**config.mk**
```make
export PLATFORM = sky130hd
export DESIGN_NAME = rgb_layer_ctrl
export DESIGN_NICKNAME = d
export VERILOG_FILES = /design/src/rtl/rgb_layer_ctrl.sv
export SDC_FILE = /design/constraint.sdc
export NUM_CORES = 1
export LEC_CHECK = 0
export CAP_MARGIN = 40
export CORE_MARGIN = 2
export CORE_UTILIZATION = 60
export CTS_CLUSTER_DIAMETER = 40
export CTS_CLUSTER_SIZE = 28
export DETAILED_ROUTE_END_ITERATION = 7
export PLACE_DENSITY = 0.82
export RECOVER_POWER = 50
export SYNTH_ARGS = -nofsm -noshare
export SYNTH_HDL_FRONTEND = slang
export SYNTH_SLANG_ARGS = --single-unit
```
**constraint.sdc**
```tcl
create_clock -name clk -period 2.3 [get_ports clk]
set_input_delay 0.46 -clock clk [delete_from_list [all_inputs] [get_ports clk]]
set_output_delay 0.46 -clock clk [all_outputs]
set_load 0.01 [all_outputs]
```
**src/rtl/rgb_layer_ctrl.sv**
```systemverilog
// rgb_layer_ctrl
// Pixel compositor controller for the VGA display path. It picks one colour
// per pixel from four overlay layers: waveform, grid, info and ball.
// Configuration is written into shadow registers. The shadow set is copied
// to the active set only on frame_start, so a visible frame never mixes two
// configurations.
//
// Ports:
//   clk          pixel clock
//   rst_n        asynchronous active-low reset
//   frame_start  one-cycle pulse at the start of vertical blank
//   vidon        visible-area flag
//   layer_on     layer hit flags (bit0 waveform, bit1 grid, bit2 info, bit3 ball)
//   cfg_valid    config write request
//   cfg_ready    config write accept (low during frame_start)
//   cfg_addr     config register address
//   cfg_data     config write data
//   cfg_pending  shadow holds writes that are not yet committed
//   rgb          registered 4:4:4 pixel colour, two cycles after its inputs
//
// Register map (shadow and active copies):
//   0..3  layer colours
//   4     priority, four 2-bit layer indices, bits[1:0] = highest slot
//   5     bits[3:0] layer enable, bits[7:4] blink enable
//   6     background colour
//   7     reserved: writes are accepted and dropped

module rgb_layer_ctrl #(
  parameter int unsigned BLINK_FRAMES = 30  // frames per blink half-period, 1..255
) (
  input  logic        clk,
  input  logic        rst_n,
  input  logic        frame_start,
  input  logic        vidon,
  input  logic [3:0]  layer_on,
  input  logic        cfg_valid,
  output logic        cfg_ready,
  input  logic [2:0]  cfg_addr,
  input  logic [11:0] cfg_data,
  output logic        cfg_pending,
  output logic [11:0] rgb
);

  localparam logic [3:0][11:0] RST_COLS  = {12'hF00, 12'hFF0, 12'h999, 12'h0F0};
  localparam logic [7:0]       RST_PRIO  = 8'hE4;
  localparam logic [3:0]       RST_EN    = 4'hF;
  localparam logic [3:0]       RST_BLINK = 4'h0;
  localparam logic [11:0]      RST_BG    = 12'h000;
  localparam logic [7:0]       BLINK_LAST = 8'(BLINK_FRAMES - 1);

  // shadow set
  logic [3:0][11:0] sh_col;
  logic [7:0]       sh_prio;
  logic [3:0]       sh_en;
  logic [3:0]       sh_blink;
  logic [11:0]      sh_bg;

  // active set
  logic [3:0][11:0] act_col;
  logic [7:0]       act_prio;
  logic [3:0]       act_en;
  logic [3:0]       act_blink;
  logic [11:0]      act_bg;

  logic        cfg_write;
  logic        pending_q;
  logic [7:0]  blink_cnt;
  logic        blink_phase;
  logic [3:0]  eff;
  logic        s1_vid;
  logic [3:0]  s1_eff;
  logic [11:0] pix;
  logic        hit;
  logic [1:0]  idx;
  logic [11:0] rgb_q;

  // Writes are refused during frame_start so a write can never race the
  // commit. A held request simply lands one cycle later.
  assign cfg_ready = ~frame_start;
  assign cfg_write = cfg_valid & cfg_ready;

  always_ff @(posedge clk or negedge rst_n) begin
    if (!rst_n) begin
      sh_col   <= RST_COLS;
      sh_prio  <= RST_PRIO;
      sh_en    <= RST_EN;
      sh_blink <= RST_BLINK;
      sh_bg    <= RST_BG;
    end else if (cfg_write) begin
      case (cfg_addr)
        3'd0, 3'd1, 3'd2, 3'd3: sh_col[cfg_addr[1:0]] <= cfg_data;
        3'd4:    sh_prio <= cfg_data[7:0];
        3'd5:    {sh_blink, sh_en} <= cfg_data[7:0];
        3'd6:    sh_bg <= cfg_data;
        default: ;
      endcase
    end
  end

  // Writes to the reserved address leave nothing to commit, so they do not
  // raise pending.
  always_ff @(posedge clk or negedge rst_n) begin
    if (!rst_n) begin
      pending_q <= 1'b0;
    end else if (frame_start) begin
      pending_q <= 1'b0;
    end else if (cfg_write && (cfg_addr != 3'd7)) begin
      pending_q <= 1'b1;
    end
  end

  assign cfg_pending = pending_q;

  always_ff @(posedge clk or negedge rst_n) begin
    if (!rst_n) begin
      act_col   <= RST_COLS;
      act_prio  <= RST_PRIO;
      act_en    <= RST_EN;
      act_blink <= RST_BLINK;
      act_bg    <= RST_BG;
    end else if (frame_start) begin
      act_col   <= sh_col;
      act_prio  <= sh_prio;
      act_en    <= sh_en;
      act_blink <= sh_blink;
      act_bg    <= sh_bg;
    end
  end

  // The frame counter runs whether or not any layer blinks. The blink
  // enables only mask layers, so enabling blink later starts in a phase
  // that is already running.
  always_ff @(posedge clk or negedge rst_n) begin
    if (!rst_n) begin
      blink_cnt   <= 8'd0;
      blink_phase <= 1'b0;
    end else if (frame_start) begin
      if (blink_cnt >= BLINK_LAST) begin
        blink_cnt   <= 8'd0;
        blink_phase <= ~blink_phase;
      end else begin
        blink_cnt <= blink_cnt + 8'd1;
      end
    end
  end

  assign eff = layer_on & act_en & ~(act_blink & {4{blink_phase}});

  always_ff @(posedge clk or negedge rst_n) begin
    if (!rst_n) begin
      s1_vid <= 1'b0;
      s1_eff <= 4'h0;
    end else begin
      s1_vid <= vidon;
      s1_eff <= eff;
    end
  end

  // Walk the priority slots from highest to lowest and take the first hit.
  // Duplicate indices just re-test the same layer. A layer that is missing
  // from the order can never win.
  always_comb begin
    pix = act_bg;
    hit = 1'b0;
    idx = 2'd0;
    for (int s = 0; s < 4; s++) begin
      idx = act_prio[2*s +: 2];
      if (!hit && s1_eff[idx]) begin
        pix = act_col[idx];
        hit = 1'b1;
      end
    end
  end

  always_ff @(posedge clk or negedge rst_n) begin
    if (!rst_n) begin
      rgb_q <= 12'h000;
    end else begin
      rgb_q <= s1_vid ? pix : 12'h000;
    end
  end

  assign rgb = rgb_q;

endmodule

```
Word-level counts from Yosys, hierarchy flattened
Index checks and enable logic that the tools add are counted.
- register bits: 179
- input bits: 24
- output and inout bits: 14
- word-level logic and storage cells: 90
- $add $sub $neg: 1
- $lt $le $gt $ge: 7
- equal/unequal tests: 7
- muxes and demuxes: 30
- bitwise operators: 7
- reductions and logical operators: 16
- operators with widths (kind ; count):
    12-bit two-way mux ; 10
    12-bit binary-select mux with 2-bit select ; 4
    48-bit bitwise mux ; 1
    12-bit demux with 2-bit select ; 1
    2-bit by 3-bit less-than comparator with 1-bit output (second input constant) ; 5
    4-bit AND ; 3
    2-bit AND reduction ; 5
    3-bit equality test (second input constant) ; 3
    1-bit two-way mux ; 9
    8-bit by 1-bit adder with 8-bit output (second input constant) ; 1
    1-bit binary-select mux with 2-bit select ; 4
    8-bit by 5-bit greater-or-equal comparator with 1-bit output (second input constant) ; 1
    8-bit two-way mux ; 1
    3-bit by 2-bit equality test with 1-bit output (second input constant) ; 2
    1-bit logical AND ; 5
    4-bit inverter ; 1
    4-bit OR reduction ; 1
    3-bit by 1-bit equality test with 1-bit output (second input constant) ; 1
    1-bit logical NOT ; 3
    3-bit logical NOT ; 1
    3-bit inequality test (second input constant) ; 1
    2-bit by 1-bit greater-or-equal comparator with 1-bit output (second input constant) ; 1
    1-bit inverter ; 2
    2-bit nonzero test ; 1
    1-bit AND ; 1

Logic depth before layout (Yosys ltp)
- depth in word-level cells: 13
- depth in mapped cells: 7
- mapped depth without buffers: 6

Worst setup path after synthesis
Ideal clock, no wire load.
- path kind: reg2reg
- start: register act_prio[6]
- end: register rgb_q[10], in the netlist rgb[10]
- setup time: 122 ps
- arrival time: 1944 ps
- data required time: 2178 ps
- slack: 235 ps
- cell stages (with the launch flop): 7
- buffers on the path: 2
- period minus slack after synthesis: 2065 ps
- cells stage by stage: dfstp_2 -> clkbuf_1 -> mux4_2 -> nor4b_4 -> and2_2 -> buf_6 -> a32o_1
- longest elaborated chain between the ends: 5
- elaborated cells on any way between the ends: 7
- classes of those cells: 6 x mux; 1 x reduce/logical
- RTL lines (element ; line ; source):
    from (decl) ; 60 ; logic [7:0] act_prio;
    from (signal assigned) ; 123 ; act_prio <= sh_prio;
    1-bit binary-select mux with 2-bit select ; 168 ; if (!hit && s1_eff[idx]) begin
    1-bit two-way mux (implied by the code) ; 168 ;
    1-bit logical AND ; 168 ;
    12-bit two-way mux (*) ; 168 ;
    12-bit two-way mux (*) ; 179 ; rgb_q <= s1_vid ? pix : 12'h000;
    to (signal assigned) ; 179 ;
    to (decl) ; 75 ; logic [11:0] rgb_q;
Every way passes the cells marked *; elsewhere a longest branch is shown, timed or not. The select of a mux whose other input is x is not followed.
A chain may end at the register's enable or synchronous reset.

Worst setup path after layout
- start: register act_prio[0]
- end: register rgb_q[10], in the netlist rgb[10]
- longest elaborated chain between the ends: 13
- elaborated cells on any way between the ends: 18
- classes of those cells: 12 x mux; 6 x reduce/logical
- RTL lines (element ; line):
    1-bit binary-select mux with 2-bit select ; 168
    1-bit two-way mux (implied by the code) ; 168
    1-bit two-way mux ; 168
    1-bit logical NOT ; 168
    1-bit logical AND ; 168
    1-bit two-way mux ; 168
    1-bit logical NOT ; 168
    1-bit logical AND ; 168
    1-bit two-way mux ; 168
    1-bit logical NOT ; 168
    1-bit logical AND ; 168
    12-bit two-way mux (*) ; 168
    12-bit two-way mux (*) ; 179
Marked as above.

==> impl_metrics.py <==
metrics = {
    "die": {
        "num_rows": 43,
        "coreArea_um2": 13800,
        "boundaryPins": 38,
        "floorplan.initialDensity_pct": 61.1,
        "fp.dieW_um": 123,
        "dieArea_um2": 15100,
        "floorplan.die.height_um": 123,
    },
    "route": {
        "routed-via-count": 5046,
        "remaining_drc_errors": 0,
        "tritonroute_pass_1_iters": 4,
        "post_route_ant_nets": 0,
        "finalWirelength_mm": 18.5,
        "drt_first_iter_violations": 452,
        "via_per_inst": 6.37,
        "routedWlPerCell_um": 23.3,
    },
    "worst_setup_path": {
        "timing.critical_path.fanout_max": 13,
        "timing.critical_path.to_type": "flip-flop",
        "criticalPathCategory": "flip-flop to flip-flop",
        "worst_setup_path_start_kind": "flip-flop",
        "worstPathArrival_ps": 2550,
        "timing.critical_path.required_ps": 2620,
    },
    "yosys": {
        "ys.warnings.count": 0,
        "synth-seq-area-share_pct": 53.9,
        "synth_top_area_share_pct": 35.2,
        "synth-async-reset-ratio_pct": 100,
        "synth.top_cells.by_area": "sky130_fd_sc_hd__dfrtp_1 (35%), sky130_fd_sc_hd__mux2_2 (20%), sky130_fd_sc_hd__dfstp_2 (19%), sky130_fd_sc_hd__mux4_2 (14%), sky130_fd_sc_hd__a32o_1 (1.4%)",
        "synth_flop_cell": "sky130_fd_sc_hd__dfrtp_1",
        "yosysUniqueCellTypes": 36,
        "ys_ff_latch": 179,
        "yosys.area.top_type": "sky130_fd_sc_hd__dfrtp_1",
        "syn_area_per_cell_um2": 15.4,
        "mappedNetlistArea_um2": 8450,
        "syn_inst": 550,
        "number_of_enable_type_register_cells_in_the_synthesized_netlist": 0,
        "syn-num-nets": 577,
    },
    "placement": {
        "pre_cts_ws_ps": -22.4,
        "port_buffers": 37,
        "dp.final_hpwl_mm": 11.6,
        "numPlacedInstances": 759,
        "routabilityCongestion": 0.826,
        "placedInstanceArea_um2": 9150,
    },
    "clock_tree": {
        "clock_tree.buffer_depth": 2,
        "clock_insertion_delay_worst_skew_ps": 430,
        "post_cts.resized_instances": 0,
        "ctsRootBufferMaster": "sky130_fd_sc_hd__clkbuf_16",
        "cts_num_sinks": 179,
        "htree_levels": 4,
        "clock_tree_from_tritoncts": "done",
        "cts_inserted_buffers": 17,
        "clk_pin_slew_worst_paths_ps": 70,
    },
    "layout": {
        "fin_area_um2": 9790,
        "layout-drive-gt1-share_pct": 53.6,
        "stdcell_count": 792,
        "areaGrowthSynthToFinish_pct": 15.8,
        "multi_input_area_um2": 3720,
        "fill_cells": 852,
        "register_area_um2": 4550,
        "design.final.nets": 626,
        "antenna_cells": 0,
    },
    "power_and_ir_drop": {
        "total_power_w": 0.0113,
        "power-per-cell-area_nw_per_um2": 1160,
        "vdd_ir_drop_max_mv": 0.832,
        "power.static_leakage_nw": 3.99,
    },
    "timing": {
        "grt_setup_unrepaired": "no",
        "maxSlewViolCount": 0,
        "post-route-worst-setup-slack_ps": 66.7,
        "layout_worst_path_cycle_share_pct": 97.1,
        "fmaxAchievable_mhz": 448,
        "report.final.setup_viol": 0,
        "finalWorstPathRequiredPeriod_ps": 2230,
        "report.final.hold_viol_count": 0,
        "clock_skew_ps": 7.70,
        "max_slew.worst_pin.slew_ps": 1340,
        "setup_tns_ps": 0,
        "max_slew_margin_pct": 10.6,
    },
    "run": {
        "max-cap-violations": 0,
    },
    "min_path": {
        "hold_path.class": "flip-flop to flip-flop",
    },
    "global_routing": {
        "initial_antenna_violation_count": 0,
        "gr-total-overflow": 0,
        "grt_usage_pct": 27.5,
        "vias_in_the_first_global_route": 5493,
        "largest_net_degree_at_the_start_of_global_routing": 54,
        "grt_pass1_wl_mm": 29.8,
    },
    "status": {
        "run_status": "complete, no violations",
    },
}
## where the power goes
group | switching (W) | internal (W)
sequential | 0.000665 | 0.00421
clock | 0.00125 | 0.00190
combinational | 0.00134 | 0.00195
total | 0.00326 | 0.00805
## state kept, by name (all words and copies together), names as in the netlist, 8 cells and up
| signal | flops |
|---|---|
| act_col | 48 |
| sh_col | 48 |
| act_bg | 12 |
| rgb | 12 |
| sh_bg | 12 |
| act_prio | 8 |
| blink_cnt | 8 |
| sh_prio | 8 |
## repair_timing
item / in CTS / in global routing
hold buffers: 1 / 0
setup buffers: 0 / 0
setup endpoints to repair: 0 / 0
hold endpoints to repair: 27 / 0
## critical path, cell delays in order, from the launching register on
cell and delay [ps]:
sky130_fd_sc_hd__dfrtp_1 380, sky130_fd_sc_hd__mux4_2 570, sky130_fd_sc_hd__buf_4 220, sky130_fd_sc_hd__nor3b_2 370, sky130_fd_sc_hd__buf_4 260, sky130_fd_sc_hd__nand2b_1 80, sky130_fd_sc_hd__a32o_1 250
## area by class of cell
class / instances / area share (%)
inverter: 3 / 0.115
clock inverter: 13 / 2.01
sequential: 179 / 46.5
tap: 180 / 2.30
clock buffer: 19 / 4.63
multi-input combinational: 332 / 38.0
timing repair buffer: 66 / 6.45
## layer usage
metal / vias up / part of all wire [%] / GRT usage (%) / wire length [µm]
li1: 2181 / - / - / -
met5: - / 0 / 0 / 0
met3: 45 / 5.2 / 6.97 / 965
met1: 2687 / 41 / 35.2 / 7540
met2: 133 / 51 / 45.4 / 9480
met4: 0 / 2.7 / 10.6 / 504
## synth_stat cells, types with 3 or more instances
library cell	number
sky130_fd_sc_hd__clkbuf_1	16
sky130_fd_sc_hd__buf_1	4
sky130_fd_sc_hd__nor2_1	7
sky130_fd_sc_hd__mux4_2	52
sky130_fd_sc_hd__nor3_1	15
sky130_fd_sc_hd__ha_1	3
sky130_fd_sc_hd__a32o_1	12
sky130_fd_sc_hd__o31ai_1	12
sky130_fd_sc_hd__buf_2	13
sky130_fd_sc_hd__nor2b_1	14
sky130_fd_sc_hd__inv_1	3
sky130_fd_sc_hd__nand3_1	3
sky130_fd_sc_hd__nand2b_1	10
sky130_fd_sc_hd__buf_6	3
sky130_fd_sc_hd__o21ai_0	3
sky130_fd_sc_hd__a21oi_1	5
sky130_fd_sc_hd__dfstp_2	60
sky130_fd_sc_hd__dfrtp_1	119
sky130_fd_sc_hd__mux2_2	152
sky130_fd_sc_hd__nand2_1	20
## stage by stage
step / hold WS (ps) / utilization [%]
final: 466 / 70.8
after global routing: 497 / 70.8
after CTS: 472 / 71.0
after detailed placement: 448 / 66.2
after global placement: 439 / 66.1
after floorplan: 164 / -
## worst paths after layout
kind / start / slack (ps) / depth (start not counted) / to
setup / recovery: act_prio[0] / 70 / 6 / rgb[10]
hold / removal: act_blink[2] / 470 / 1 / s1_eff[2]
setup reg to reg: act_prio[0] / 70 / 6 / rgb[10]
hold reg to reg: act_blink[2] / 470 / 1 / s1_eff[2]
max in group asynchronous: rst_n / 310 / 3 / sh_col[7]
min in group asynchronous: rst_n / 870 / 2 / sh_col[36]
## kinds of logic after synthesis
logic type,share of synthesized area [%]
flip-flops,53.9
adder cells (fa/ha/maj),0.444
multiplexers,34.1
AO/OA/AOI/OAI,3.38
XOR/XNOR,0.311
buffers and inverters,2.19
AND/OR/NAND/NOR,5.68
## cell usage in the layout, fill, tap and decap left out, drive strengths merged, types with 2 or more instances in the layout
cell | Yosys | final
nor3b | 4 | 4
nor3 | 15 | 15
nand4 | 2 | 2
o31ai | 12 | 12
a31oi | 2 | 2
mux4 | 52 | 52
clkinv | 0 | 4
dfrtp | 119 | 119
inv | 3 | 7
nand3b | 2 | 2
a21oi | 5 | 5
buf | 20 | 26
dlygate4sd3 | 0 | 3
nor2 | 7 | 7
or2b | 2 | 2
o21ai | 3 | 3
clkdlybuf4s50 | 0 | 33
nand3 | 3 | 3
a32o | 12 | 12
nor2b | 14 | 14
bufinv | 0 | 4
nand2 | 20 | 20
clkbuf | 16 | 23
and3 | 2 | 2
dfstp | 60 | 60
and2 | 2 | 2
ha | 3 | 3
xor2 | 2 | 2
nand2b | 10 | 10
mux2 | 152 | 152
Power figures use the tool's default switching activity.
